$ cat src/rtl/encoder_param_controller_pkg.sv
// Shared types for the encoder parameter controller.
//   state_t    : browse / edit / commit sequencing states
//   step_dir_t : per-cycle detent step direction (none / up / down)
package encoder_param_controller_pkg;

    typedef enum logic [1:0] {
        ST_BROWSE = 2'd0,
        ST_EDIT   = 2'd1,
        ST_COMMIT = 2'd2
    } state_t;

    typedef enum logic [1:0] {
        DIR_NONE = 2'd0,
        DIR_UP   = 2'd1,
        DIR_DN   = 2'd2
    } step_dir_t;

    // Collapse the two step strobes into one direction code; up wins if both
    // were ever asserted together.
    function automatic step_dir_t step_dir(input logic up, input logic dn);
        step_dir_t d;
        if (up) begin
            d = DIR_UP;
        end else if (dn) begin
            d = DIR_DN;
        end else begin
            d = DIR_NONE;
        end
        return d;
    endfunction

endpackage

$ cat src/rtl/encoder_param_controller_if.sv
// Configuration write port: valid/ready handshake carrying one parameter
// write (index + value) toward the system configuration registers.
//   master : controller side (drives valid/addr/data, samples ready)
//   slave  : configuration-register side
interface encoder_param_controller_if #(
    parameter int IW     = 2,
    parameter int DATA_W = 8
);
    logic              cfg_valid;
    logic              cfg_ready;
    logic [IW-1:0]     cfg_addr;
    logic [DATA_W-1:0] cfg_data;

    modport master (output cfg_valid, output cfg_addr, output cfg_data, input cfg_ready);
    modport slave  (input cfg_valid, input cfg_addr, input cfg_data, output cfg_ready);
endinterface

$ cat src/rtl/encoder_param_controller_detent_stepper.sv
// Converts a wrapping 16-bit decoder position into detent steps.
// Ports:
//   clk, rst_n        : clock, async active-low reset
//   position          : signed decoder count (two's complement, wraps)
//   clear             : zero the accumulator (state change in the controller)
//   step_up / step_dn : one-cycle step strobes, at most one per cycle
module detent_stepper
    import encoder_param_controller_pkg::*;
#(
    parameter int COUNTS_PER_DETENT = 4
) (
    input  logic        clk,
    input  logic        rst_n,
    input  logic [15:0] position,
    input  logic        clear,
    output logic        step_up,
    output logic        step_dn
);

    localparam logic signed [7:0]  CPD   = 8'(COUNTS_PER_DETENT);
    localparam logic signed [15:0] CPD_W = 16'(COUNTS_PER_DETENT);

    logic [15:0]       pos_prev_r;
    logic              primed_r;
    logic signed [7:0] acc_r;
    logic signed [7:0] acc_next_s;
    logic [15:0]       delta_s;
    logic signed [15:0] sum_s;

    // Step strobes come straight from the registered accumulator so a count
    // crossing the threshold in cycle N steps in N+1 and lands in N+2.
    always_comb begin
        step_up = (acc_r >= CPD);
        step_dn = (acc_r <= -CPD);
    end

    // Modular delta, detent consumption and clamp into the 8-bit accumulator.
    always_comb begin
        if (primed_r) begin
            delta_s = position - pos_prev_r;
        end else begin
            delta_s = 16'd0;
        end
        sum_s = {{8{acc_r[7]}}, acc_r} + delta_s;
        if (step_up) begin
            sum_s = sum_s - CPD_W;
        end else if (step_dn) begin
            sum_s = sum_s + CPD_W;
        end else begin
            sum_s = sum_s;
        end
        // Large jumps clamp rather than wrap so direction is never inverted.
        if (sum_s > 16'sd127) begin
            acc_next_s = 8'sd127;
        end else if (sum_s < -16'sd128) begin
            acc_next_s = 8'sh80;
        end else begin
            acc_next_s = sum_s[7:0];
        end
    end

    // Position history and accumulator; first cycle after reset only primes.
    always_ff @(posedge clk or negedge rst_n) begin
        if (!rst_n) begin
            pos_prev_r <= 16'd0;
            primed_r   <= 1'b0;
            acc_r      <= 8'sd0;
        end else begin
            pos_prev_r <= position;
            primed_r   <= 1'b1;
            if (clear) begin
                acc_r <= 8'sd0;
            end else begin
                acc_r <= acc_next_s;
            end
        end
    end

endmodule

$ cat src/rtl/encoder_param_controller.sv
// Browse/edit/commit sequencer for user-editable parameters driven by a
// rotary encoder and a button. Committed values live in a local bank and
// are written downstream over the cfg valid/ready port.
// Ports:
//   clk, rst_n   : clock, async active-low reset
//   position     : decoder count;  btn_pulse : one-cycle button press
//   sel_index    : selected parameter;  edit_active : high while editing
//   edit_value   : working value in EDIT, else the selected parameter
//   param_bus    : committed values, parameter i at [i*DATA_W +: DATA_W]
//   cfg          : write port (master side)
module encoder_param_controller
    import encoder_param_controller_pkg::*;
#(
    parameter  int NUM_PARAMS        = 4,
    parameter  int DATA_W            = 8,
    parameter  int PARAM_MAX         = 255,
    parameter  int COUNTS_PER_DETENT = 4,
    parameter  int TIMEOUT_CYCLES    = 50000000,
    localparam int IW                = $clog2(NUM_PARAMS)
) (
    input  logic                         clk,
    input  logic                         rst_n,
    input  logic [15:0]                  position,
    input  logic                         btn_pulse,
    output logic [IW-1:0]                sel_index,
    output logic                         edit_active,
    output logic [DATA_W-1:0]            edit_value,
    output logic [NUM_PARAMS*DATA_W-1:0] param_bus,
    encoder_param_controller_if.master   cfg
);

    localparam int TW = $clog2(TIMEOUT_CYCLES) + 1;

    state_t            state_r, state_next_s;
    step_dir_t         dir_s;
    logic              step_up_s, step_dn_s, clear_s, hs_s;
    logic [IW-1:0]     sel_r, sel_next_s;
    logic [DATA_W-1:0] edit_val_r, edit_val_next_s;
    logic [TW-1:0]     timer_r, timer_next_s;
    logic [DATA_W-1:0] params_r [NUM_PARAMS];
    logic              edit_active_r, cfg_valid_r;
    logic [IW-1:0]     cfg_addr_r;
    logic [DATA_W-1:0] cfg_data_r;

    detent_stepper #(.COUNTS_PER_DETENT(COUNTS_PER_DETENT)) u_stepper (
        .clk      (clk),
        .rst_n    (rst_n),
        .position (position),
        .clear    (clear_s),
        .step_up  (step_up_s),
        .step_dn  (step_dn_s)
    );

    // Step decode, accumulator clear on state change, handshake detect.
    always_comb begin
        dir_s   = step_dir(step_up_s, step_dn_s);
        clear_s = (state_next_s != state_r);
        hs_s    = (state_r == ST_COMMIT) && cfg_valid_r && cfg.cfg_ready;
    end

    // Next-state logic; the button always takes precedence over a step.
    always_comb begin
        state_next_s    = state_r;
        sel_next_s      = sel_r;
        edit_val_next_s = edit_val_r;
        timer_next_s    = timer_r;
        case (state_r)
            ST_BROWSE: begin
                if (btn_pulse) begin
                    state_next_s    = ST_EDIT;
                    edit_val_next_s = params_r[sel_r];
                    timer_next_s    = {TW{1'b0}};
                end else begin
                    case (dir_s)
                        DIR_UP:  sel_next_s = (sel_r == IW'(NUM_PARAMS - 1)) ? {IW{1'b0}} : sel_r + IW'(1);
                        DIR_DN:  sel_next_s = (sel_r == {IW{1'b0}}) ? IW'(NUM_PARAMS - 1) : sel_r - IW'(1);
                        default: sel_next_s = sel_r;
                    endcase
                end
            end
            ST_EDIT: begin
                if (btn_pulse) begin
                    state_next_s = ST_COMMIT;
                    timer_next_s = {TW{1'b0}};
                end else if (dir_s == DIR_UP) begin
                    timer_next_s = {TW{1'b0}};
                    if (edit_val_r < DATA_W'(PARAM_MAX)) begin
                        edit_val_next_s = edit_val_r + DATA_W'(1);
                    end else begin
                        edit_val_next_s = edit_val_r;
                    end
                end else if (dir_s == DIR_DN) begin
                    timer_next_s = {TW{1'b0}};
                    if (edit_val_r != {DATA_W{1'b0}}) begin
                        edit_val_next_s = edit_val_r - DATA_W'(1);
                    end else begin
                        edit_val_next_s = edit_val_r;
                    end
                end else if (timer_r == TW'(TIMEOUT_CYCLES - 1)) begin
                    // Abandon the edit; the bank is untouched.
                    state_next_s = ST_BROWSE;
                    timer_next_s = {TW{1'b0}};
                end else begin
                    timer_next_s = timer_r + TW'(1);
                end
            end
            ST_COMMIT: begin
                if (hs_s) begin
                    state_next_s = ST_BROWSE;
                end else begin
                    state_next_s = ST_COMMIT;
                end
            end
            default: begin
                state_next_s = ST_BROWSE;
            end
        endcase
    end

    // Sequencer state and registered status/cfg outputs.
    always_ff @(posedge clk or negedge rst_n) begin
        if (!rst_n) begin
            state_r       <= ST_BROWSE;
            sel_r         <= {IW{1'b0}};
            edit_val_r    <= {DATA_W{1'b0}};
            timer_r       <= {TW{1'b0}};
            edit_active_r <= 1'b0;
            cfg_valid_r   <= 1'b0;
            cfg_addr_r    <= {IW{1'b0}};
            cfg_data_r    <= {DATA_W{1'b0}};
        end else begin
            state_r       <= state_next_s;
            sel_r         <= sel_next_s;
            edit_val_r    <= edit_val_next_s;
            timer_r       <= timer_next_s;
            edit_active_r <= (state_next_s == ST_EDIT);
            cfg_valid_r   <= (state_next_s == ST_COMMIT);
            // Address/data are captured once on entry and held until accepted.
            if ((state_r == ST_EDIT) && (state_next_s == ST_COMMIT)) begin
                cfg_addr_r <= sel_r;
                cfg_data_r <= edit_val_r;
            end
        end
    end

    // Committed parameter bank, written only on an accepted cfg transfer.
    always_ff @(posedge clk or negedge rst_n) begin
        if (!rst_n) begin
            for (int i = 0; i < NUM_PARAMS; i++) begin
                params_r[i] <= {DATA_W{1'b0}};
            end
        end else if (hs_s) begin
            params_r[cfg_addr_r] <= cfg_data_r;
        end
    end

    // Output assembly from registered state.
    always_comb begin
        if (state_r == ST_EDIT) begin
            edit_value = edit_val_r;
        end else begin
            edit_value = params_r[sel_r];
        end
        param_bus = {(NUM_PARAMS * DATA_W){1'b0}};
        for (int i = 0; i < NUM_PARAMS; i++) begin
            param_bus[i*DATA_W +: DATA_W] = params_r[i];
        end
    end

    assign sel_index     = sel_r;
    assign edit_active   = edit_active_r;
    assign cfg.cfg_valid = cfg_valid_r;
    assign cfg.cfg_addr  = cfg_addr_r;
    assign cfg.cfg_data  = cfg_data_r;

endmodule

$ cat src/flat_wrapper.sv
// flat-port wrapper written by rule: the top's interface ports become plain ports
module encoder_param_controller_flat import encoder_param_controller_pkg::*;
#(
    parameter  int NUM_PARAMS        = 4,
    parameter  int DATA_W            = 8,
    parameter  int PARAM_MAX         = 255,
    parameter  int COUNTS_PER_DETENT = 4,
    parameter  int TIMEOUT_CYCLES    = 50000000,
    localparam int IW                = $clog2(NUM_PARAMS)
)
  (clk, rst_n, position, btn_pulse, sel_index, edit_active, edit_value, param_bus, cfg_cfg_valid, cfg_cfg_addr, cfg_cfg_data, cfg_cfg_ready);
  encoder_param_controller_if #(.IW((2)), .DATA_W(DATA_W)) cfg_i ();
  input  logic clk;
  input  logic rst_n;
  input  logic [15:0] position;
  input  logic btn_pulse;
  output logic [IW-1:0] sel_index;
  output logic edit_active;
  output logic [DATA_W-1:0] edit_value;
  output logic [NUM_PARAMS*DATA_W-1:0] param_bus;
  output wire logic [$bits(cfg_i.cfg_valid)-1:0] cfg_cfg_valid;
  output wire logic [$bits(cfg_i.cfg_addr)-1:0] cfg_cfg_addr;
  output wire logic [$bits(cfg_i.cfg_data)-1:0] cfg_cfg_data;
  input wire logic [$bits(cfg_i.cfg_ready)-1:0] cfg_cfg_ready;
  assign cfg_cfg_valid = cfg_i.cfg_valid;
  assign cfg_cfg_addr = cfg_i.cfg_addr;
  assign cfg_cfg_data = cfg_i.cfg_data;
  assign cfg_i.cfg_ready = cfg_cfg_ready;
  encoder_param_controller #(.NUM_PARAMS(NUM_PARAMS), .DATA_W(DATA_W), .PARAM_MAX(PARAM_MAX), .COUNTS_PER_DETENT(COUNTS_PER_DETENT), .TIMEOUT_CYCLES(TIMEOUT_CYCLES)) u_core (.clk(clk), .rst_n(rst_n), .position(position), .btn_pulse(btn_pulse), .sel_index(sel_index), .edit_active(edit_active), .edit_value(edit_value), .param_bus(param_bus), .cfg(cfg_i));
endmodule
$ cat config.mk
export PLATFORM = sky130hd
export DESIGN_NAME = encoder_param_controller_flat
export DESIGN_NICKNAME = d
export VERILOG_FILES = /design/src/rtl/encoder_param_controller_pkg.sv /design/src/rtl/encoder_param_controller_if.sv /design/src/rtl/encoder_param_controller_detent_stepper.sv /design/src/rtl/encoder_param_controller.sv /design/src/flat_wrapper.sv
export SDC_FILE = /design/constraint.sdc
export NUM_CORES = 1
export LEC_CHECK = 0
export ABC_AREA = 0
export ABC_CLOCK_PERIOD_IN_PS = 6200
export CAP_MARGIN = 0
export CORE_ASPECT_RATIO = 1.1
export CORE_MARGIN = 2
export CORE_UTILIZATION = 50
export CTS_CLUSTER_SIZE = 30
export DETAILED_ROUTE_END_ITERATION = 10
export PLACE_DENSITY = 0.71
export REMOVE_ABC_BUFFERS = 1
export SYNTH_ARGS = -nofsm -noshare
export SYNTH_HDL_FRONTEND = slang
export SYNTH_HIERARCHICAL = 1
export SYNTH_SLANG_ARGS = --single-unit
$ cat constraint.sdc
create_clock -name clk -period 6.2 [get_ports clk]
set_input_delay 0.93 -clock clk [delete_from_list [all_inputs] [get_ports clk]]
set_output_delay 0.93 -clock clk [all_outputs]
set_load 0.01 [all_outputs]
[Yosys cells after proc, flatten, opt, wreduce, memory -nomap -nowiden]
Index checks and enable logic that the tools add are counted.
Word-level totals
  register bits after elaboration: 108
  input bits: 20
  output and inout bits: 54
  logic and storage cells: 99
Operators by class
  add/sub/neg operators: 9
  $lt $le $gt $ge: 8
  equality and inequality tests: 14
  mux-type cells: 38
  bitwise gates (word level): 3
  reduce and logical (&&, ||, !) cells: 12
Operator list (count)
  $mux W27: 5
  $mux W8: 13
  $pmux W27 S2: 1
  $mux W16: 3
  $bwmux W32: 1
  $add A27 B1 Y27 const B: 1
  $eq A27 B26 Y1 const B: 1
  $mux W2: 10
  $add A16 B16 Y16: 1
  $add A16 B4 Y16 const B: 1
  $bmux W8 S2: 1
  $demux W8 S2: 1
  $gt A16 B8 Y1 const B: 1
  $lt A16 B8 Y1 const B: 1
  $pmux W8 S2: 1
  $sub A16 B16 Y16: 1
  $sub A16 B4 Y16 const B: 1
  $add A8 B1 Y8 const B: 1
  $eq A2 B2 Y1 const B: 4
  $ge A8 B4 Y1 const B: 1
  $le A8 B3 Y1 const B: 1
  $lt A8 B8 Y1 const B: 1
  $reduce_bool A8 Y1: 1
  $sub A8 B1 Y8 const B: 1
  19 further kinds: 30

[Depth between registers and ports, before layout]
  depth in word-level cells: 10
  mapped depth: 25
  mapped depth without buffers: 25

[Modules after synthesis]
The synthesis kept the hierarchy.
Modules (own cells, without submodules)
  encoder_param_controller: instances 1, cells each 404, area an instance 4326.6 um^2, seq. area each 2077.0 um^2
  detent_stepper: instances 1, cells each 347, area an instance 2985.4 um^2, seq. area each 625.6 um^2

[Least setup slack after synthesis]
OpenSTA, ideal clock, no wires.
  path kind: input to register
  from: in position[0]
  to: reg u_core.u_stepper.acc_r[2]
  data arrival time: 5.648 ns
  data required time: 6.105 ns
  setup slack: 0.457 ns
  cell stages on the path: 24
  cells stage by stage: inv_1 > ha_1 > inv_1 > fa_1 > a21o_1 > a21o_1 > a21o_1 > a21o_1 > a21oi_1 > o21ai_0 > xor2_1 > and2_1 > ha_1 > clkbuf_1 > a21o_1 > a2111o_1 > nand3_1 > nor4b_1 > nand2_1 > o31ai_1 > xor2_1 > or4b_1 > nor2b_4 > o31ai_1
On the way
  longest elaborated chain between the ends: 10
  elaborated cells between the ends (all ways): 12
Ends and longest elaborated chain
  start, declared: RTL line flat_wrapper.sv:15  | input logic [15:0] position;
  $sub A16 B16 Y16 (*): RTL line encoder_param_controller_detent_stepper.sv:40  | delta_s = position - pos_prev_r;
  $mux W16 (*): RTL line encoder_param_controller_detent_stepper.sv:39  | if (primed_r) begin
  $add A16 B16 Y16 (*): RTL line encoder_param_controller_detent_stepper.sv:44  | sum_s = {{8{acc_r[7]}}, acc_r} + delta_s;
  $add A16 B4 Y16: RTL line encoder_param_controller_detent_stepper.sv:48  | sum_s = sum_s + CPD_W;
  $mux W16: RTL line encoder_param_controller_detent_stepper.sv:47  | end else if (step_dn) begin
  $mux W16 (*): RTL line encoder_param_controller_detent_stepper.sv:45  | if (step_up) begin
  $lt A16 B8 Y1: RTL line encoder_param_controller_detent_stepper.sv:55  | end else if (sum_s < -16'sd128) begin
  $mux W8: RTL line encoder_param_controller_detent_stepper.sv:55
  $mux W8 (*): RTL line encoder_param_controller_detent_stepper.sv:53  | if (sum_s > 16'sd127) begin
  $mux W8 (*): RTL line encoder_param_controller_detent_stepper.sv:71  | if (clear) begin
  end signal, assigned: RTL line encoder_param_controller_detent_stepper.sv:74  | acc_r <= acc_next_s;
  end, declared: RTL line encoder_param_controller_detent_stepper.sv:25  | logic signed [7:0] acc_r;
Every way passes the cells marked *; elsewhere a longest branch is shown, timed or not.
A chain may end at the register's enable or synchronous reset.

[Final worst setup path]
  from: in position[0]
  to: reg u_core.u_stepper.acc_r[5]
The elaborated chain is that of the path after synthesis.

==> summary.txt <==
Outcome
  • Status: finished clean

Routing
  • WL final: about 17000 µm
  • DR vias/cell: approximately 5.7
  • Vias: 5919
  • Initial DRC Count: approximately 220
  • Drt wl/cell: 16.5 µm
  • Number of remaining DRC errors: 0
  • Routed Antenna Nets: 0
  • First-pass DRT Iterations: 5

Timing
  • Fin worst setup slack: around 0.32 ns
  • Worst slew margin: 0.215
  • Worst Skew: between 0.009 and 0.01 ns
  • F_max: between 0.15 and 0.2 GHz
  • Setup TNS: 0 ns
  • RSZ-0062 raised after global routing: yes
  • Slew @ Worst Pin: approximately 1.2 ns
  • Final-report setup violation count: 0
  • Final count of hold timing violations: 0
  • Crit share post-route: 0.949
  • Max-slew violations: 0
  • Tmin final: around 6 ns

Logic synthesis
  • Async S/R FF share, synth: 1.00
  • Seq/Total Area, Yosys: 0.370
  • Unique masters post-synth: a little under 90
  • Synthesized flop and latch total: about 110
  • Post-synth EDFFs: 0
  • Ys Warns: 6
  • Mean Syn Cell Area: 9.74 µm²
  • Dominant synthesized flop cell: dfrtp_1
  • Synthesized instance count: between 700 and 800
  • Area of the mapped netlist: 7310 µm²

Placed design
  • Buffers added on ports: 73
  • Placed Cells: 1017
  • Placed instance area: ~8400 µm²
  • Post-DP HPWL: about 13000 µm
  • Pre-CTS setup slack: -0.267 ns
  • Placer Congestion: a little under 0.9

Worst setup path
  • Crit-path max FO: 6
  • R2r setup slk: about 1 ns
  • Cells on worst reg2reg path: 23
  • Crit path top cell by count: a21o_1
  • CP Class: in -> reg
  • Nature of the critical path endpoint: flip-flop
  • CP top delay family: compound AO/OA/AOI/OAI gates
  • WP data required: roughly 6.5 ns
  • CP Data Arrival Time: between 6 and 7 ns
  • CP peak stage delay: approximately 0.50 ns
  • Slowest stage cell, crit path: or4b_4
  • Critical path buffers and inverters: 5
  • Worst setup path startpoint: position[0]
  • CP Launch Type: input pin
  • Worst r2r src: u_core/u_stepper/pos_prev_r[0]
  • Critical path endpoint: u_core/u_stepper/acc_r[5]
  • Reg2Reg Capture Point: u_core/u_stepper/acc_r[5]
  • Critical path depth in cells: 25

Pwr
  • Pwr Density: about 430 nW/µm²
  • Pwr Total: 3.77 mW
  • Max VDD drop: 239 µV
  • Leakage: about 3.9 nW

Global route
  • Vias in the first global route: ~6000
  • Grt total ovfl: 0
  • Total GRT Usage: 0.225
  • Global-route wire length before repair: 28800 µm
  • Largest net degree at the start of global routing: slightly above 60
  • Initial antenna violation count: 0

Floorplanning
  • Core area: between 10000 and 15000 µm²
  • Die X: about 120 µm
  • # rows: 46
  • I/O pin total: 74
  • DIE AREA: 15600 µm²
  • Initial Util: 0.508
  • Die Ht: 131 µm

Finish
  • Final instance area: between 8000 and 9000 µm²
  • FILL cells: around 1200
  • Syn-to-layout area delta: 19.9%
  • N_diodes: 0
  • Post-layout nets: roughly 900
  • Commonest non-fill, non-tap cell in the layout: dfrtp_1
  • Share of cells above drive strength 1: 0.166
  • Most frequent cells in the layout: dfrtp_1, clkdlybuf4s50_1, nand2_1
  • Non-Filler Instances: between 1000 and 1500

CTS
  • Clk_lat worst skew: about 0.36 ns
  • Max clock buf depth: 2
  • Reg clk slew, reported paths: 0.08 ns
  • Root Driver: clkbuf_16
  • CTS tree: built
  • Hold_buf cts: 0
  • H-tree levels: 3
  • CTS Buf Count: 9
  • Clk sinks: between 100 and 150

Job
  • # Max-Cap Violations: 0

Hold path
  • Hold WC Path Type: reg -> reg
## cells in the mapped netlist, drive strengths merged (6+ instances only)
| cell | count | area [µm²] |
|---|---|---|
| a21o | 16 | 120 |
| xnor2 | 42 | 383 |
| o21ai | 24 | 124 |
| nor3 | 23 | 120 |
| and3 | 9 | 57.6 |
| nand3 | 24 | 120 |
| mux4 | 8 | 180 |
| mux2 | 41 | 462 |
| inv | 45 | 169 |
| or3 | 6 | 42.5 |
| buf | 7 | 38.8 |
| o31ai | 8 | 60.1 |
| a21oi | 35 | 183 |
| xor2 | 22 | 208 |
| nor4 | 9 | 77.6 |
| dfrtp | 108 | 2700 |
| a31oi | 8 | 65.1 |
| clkbuf | 14 | 52.6 |
| o211ai | 10 | 80.1 |
| nor2 | 61 | 241 |
| and2 | 14 | 87.6 |
| ha | 42 | 526 |
| o21bai | 8 | 60.1 |
| nand4 | 16 | 106 |
| nand2 | 66 | 250 |
| nor2b | 9 | 71.3 |
## what timing repair did
action,4_1_cts,5_1_grt
setup endpoints to repair,0,7
resized for setup,0,15
buffers inserted,0,2
## kinds of logic (layout without fill, tap and decap cells)
group           after synthesis  in the layout  synth area share
buf+inv                      66            158            0.0356
other cells                   1              1          0.000513
flops                       108            108             0.370
fa+ha+maj                    45             45            0.0801
mux                          52             52            0.0919
simple gates                270            270             0.198
xor+xnor                     65             65            0.0838
compound gates              144            144             0.141
## final cells by class
type | count | area (µm²) | area share
repair buffers | 97 | 908 | 0.104
clock inverters | 6 | 67.6 | 0.00771
flip-flops and latches | 108 | 2700 | 0.308
well taps | 192 | 240 | 0.0274
clock buffers | 10 | 239 | 0.0273
multi-input cells | 577 | 4440 | 0.506
inverters | 45 | 169 | 0.0193
## per-layer routing
layer / global-route usage / share of wire / vias to the layer above
met5: 0 / 0 / -
met4: 0.0706 / 0.012 / 0
met3: 0.0438 / 0.044 / 18
met2: 0.395 / 0.51 / 126
met1: 0.284 / 0.44 / 2902
li1: - / - / 2873
## flip-flops by register name (all words and copies together) (netlist names), 2 cells and up
| signal | count |
|---|---|
| u_core/u_stepper/acc_r | 8 |
| u_core/sel_index | 2 |
| u_core/timer_r | 27 |
| u_core/cfg.cfg_addr | 2 |
| u_core/state_r | 2 |
| u_core/param_bus | 32 |
| u_core/cfg.cfg_data | 8 |
| u_core/edit_val_r | 8 |
| u_core/u_stepper/pos_prev_r | 16 |
## worst register-to-register path, delay by kind of cell (launching register included)
kind            cells  cell delay, ns
compound gates      9            1.81
xor+xnor            2            0.31
buf+inv             3            0.34
fa+ha+maj           3            0.89
flops               1            0.35
simple gates        6            1.40
## how the worst min path moves through the flow
stage / end / slack (ns) / cells past startpoint / startpoint
after floorplan: u_core/timer_r[1] / 0.49 / 1 / u_core/timer_r[1]
after global placement: u_core/param_bus[4] / 0.51 / 1 / u_core/param_bus[4]
after detailed placement: u_core/timer_r[1] / 0.52 / 1 / u_core/timer_r[1]
after global routing: u_core/param_bus[18] / 0.56 / 1 / u_core/param_bus[18]
after CTS: u_core/param_bus[4] / 0.54 / 1 / u_core/param_bus[4]
final: u_core/param_bus[14] / 0.54 / 1 / u_core/param_bus[14]
## where the power goes
| part | switching, mW | leakage, nW | internal [mW] |
|---|---|---|---|
| Combinational | 1.09 | 2.29 | 0.986 |
| Clock | 0.292 | 0.149 | 0.295 |
| Sequential | 0.230 | 1.41 | 0.877 |
## per-stage QoR
stage | hold WS [ns] | utilization
2_1_floorplan | 0.493 | -
3_3_place_gp | 0.508 | 0.581
3_5_place_dp | 0.520 | 0.581
4_1_cts | 0.542 | 0.602
5_1_grt | 0.564 | 0.609
6_report | 0.536 | 0.609
No activity file was read; power rests on OpenSTA's default activity.
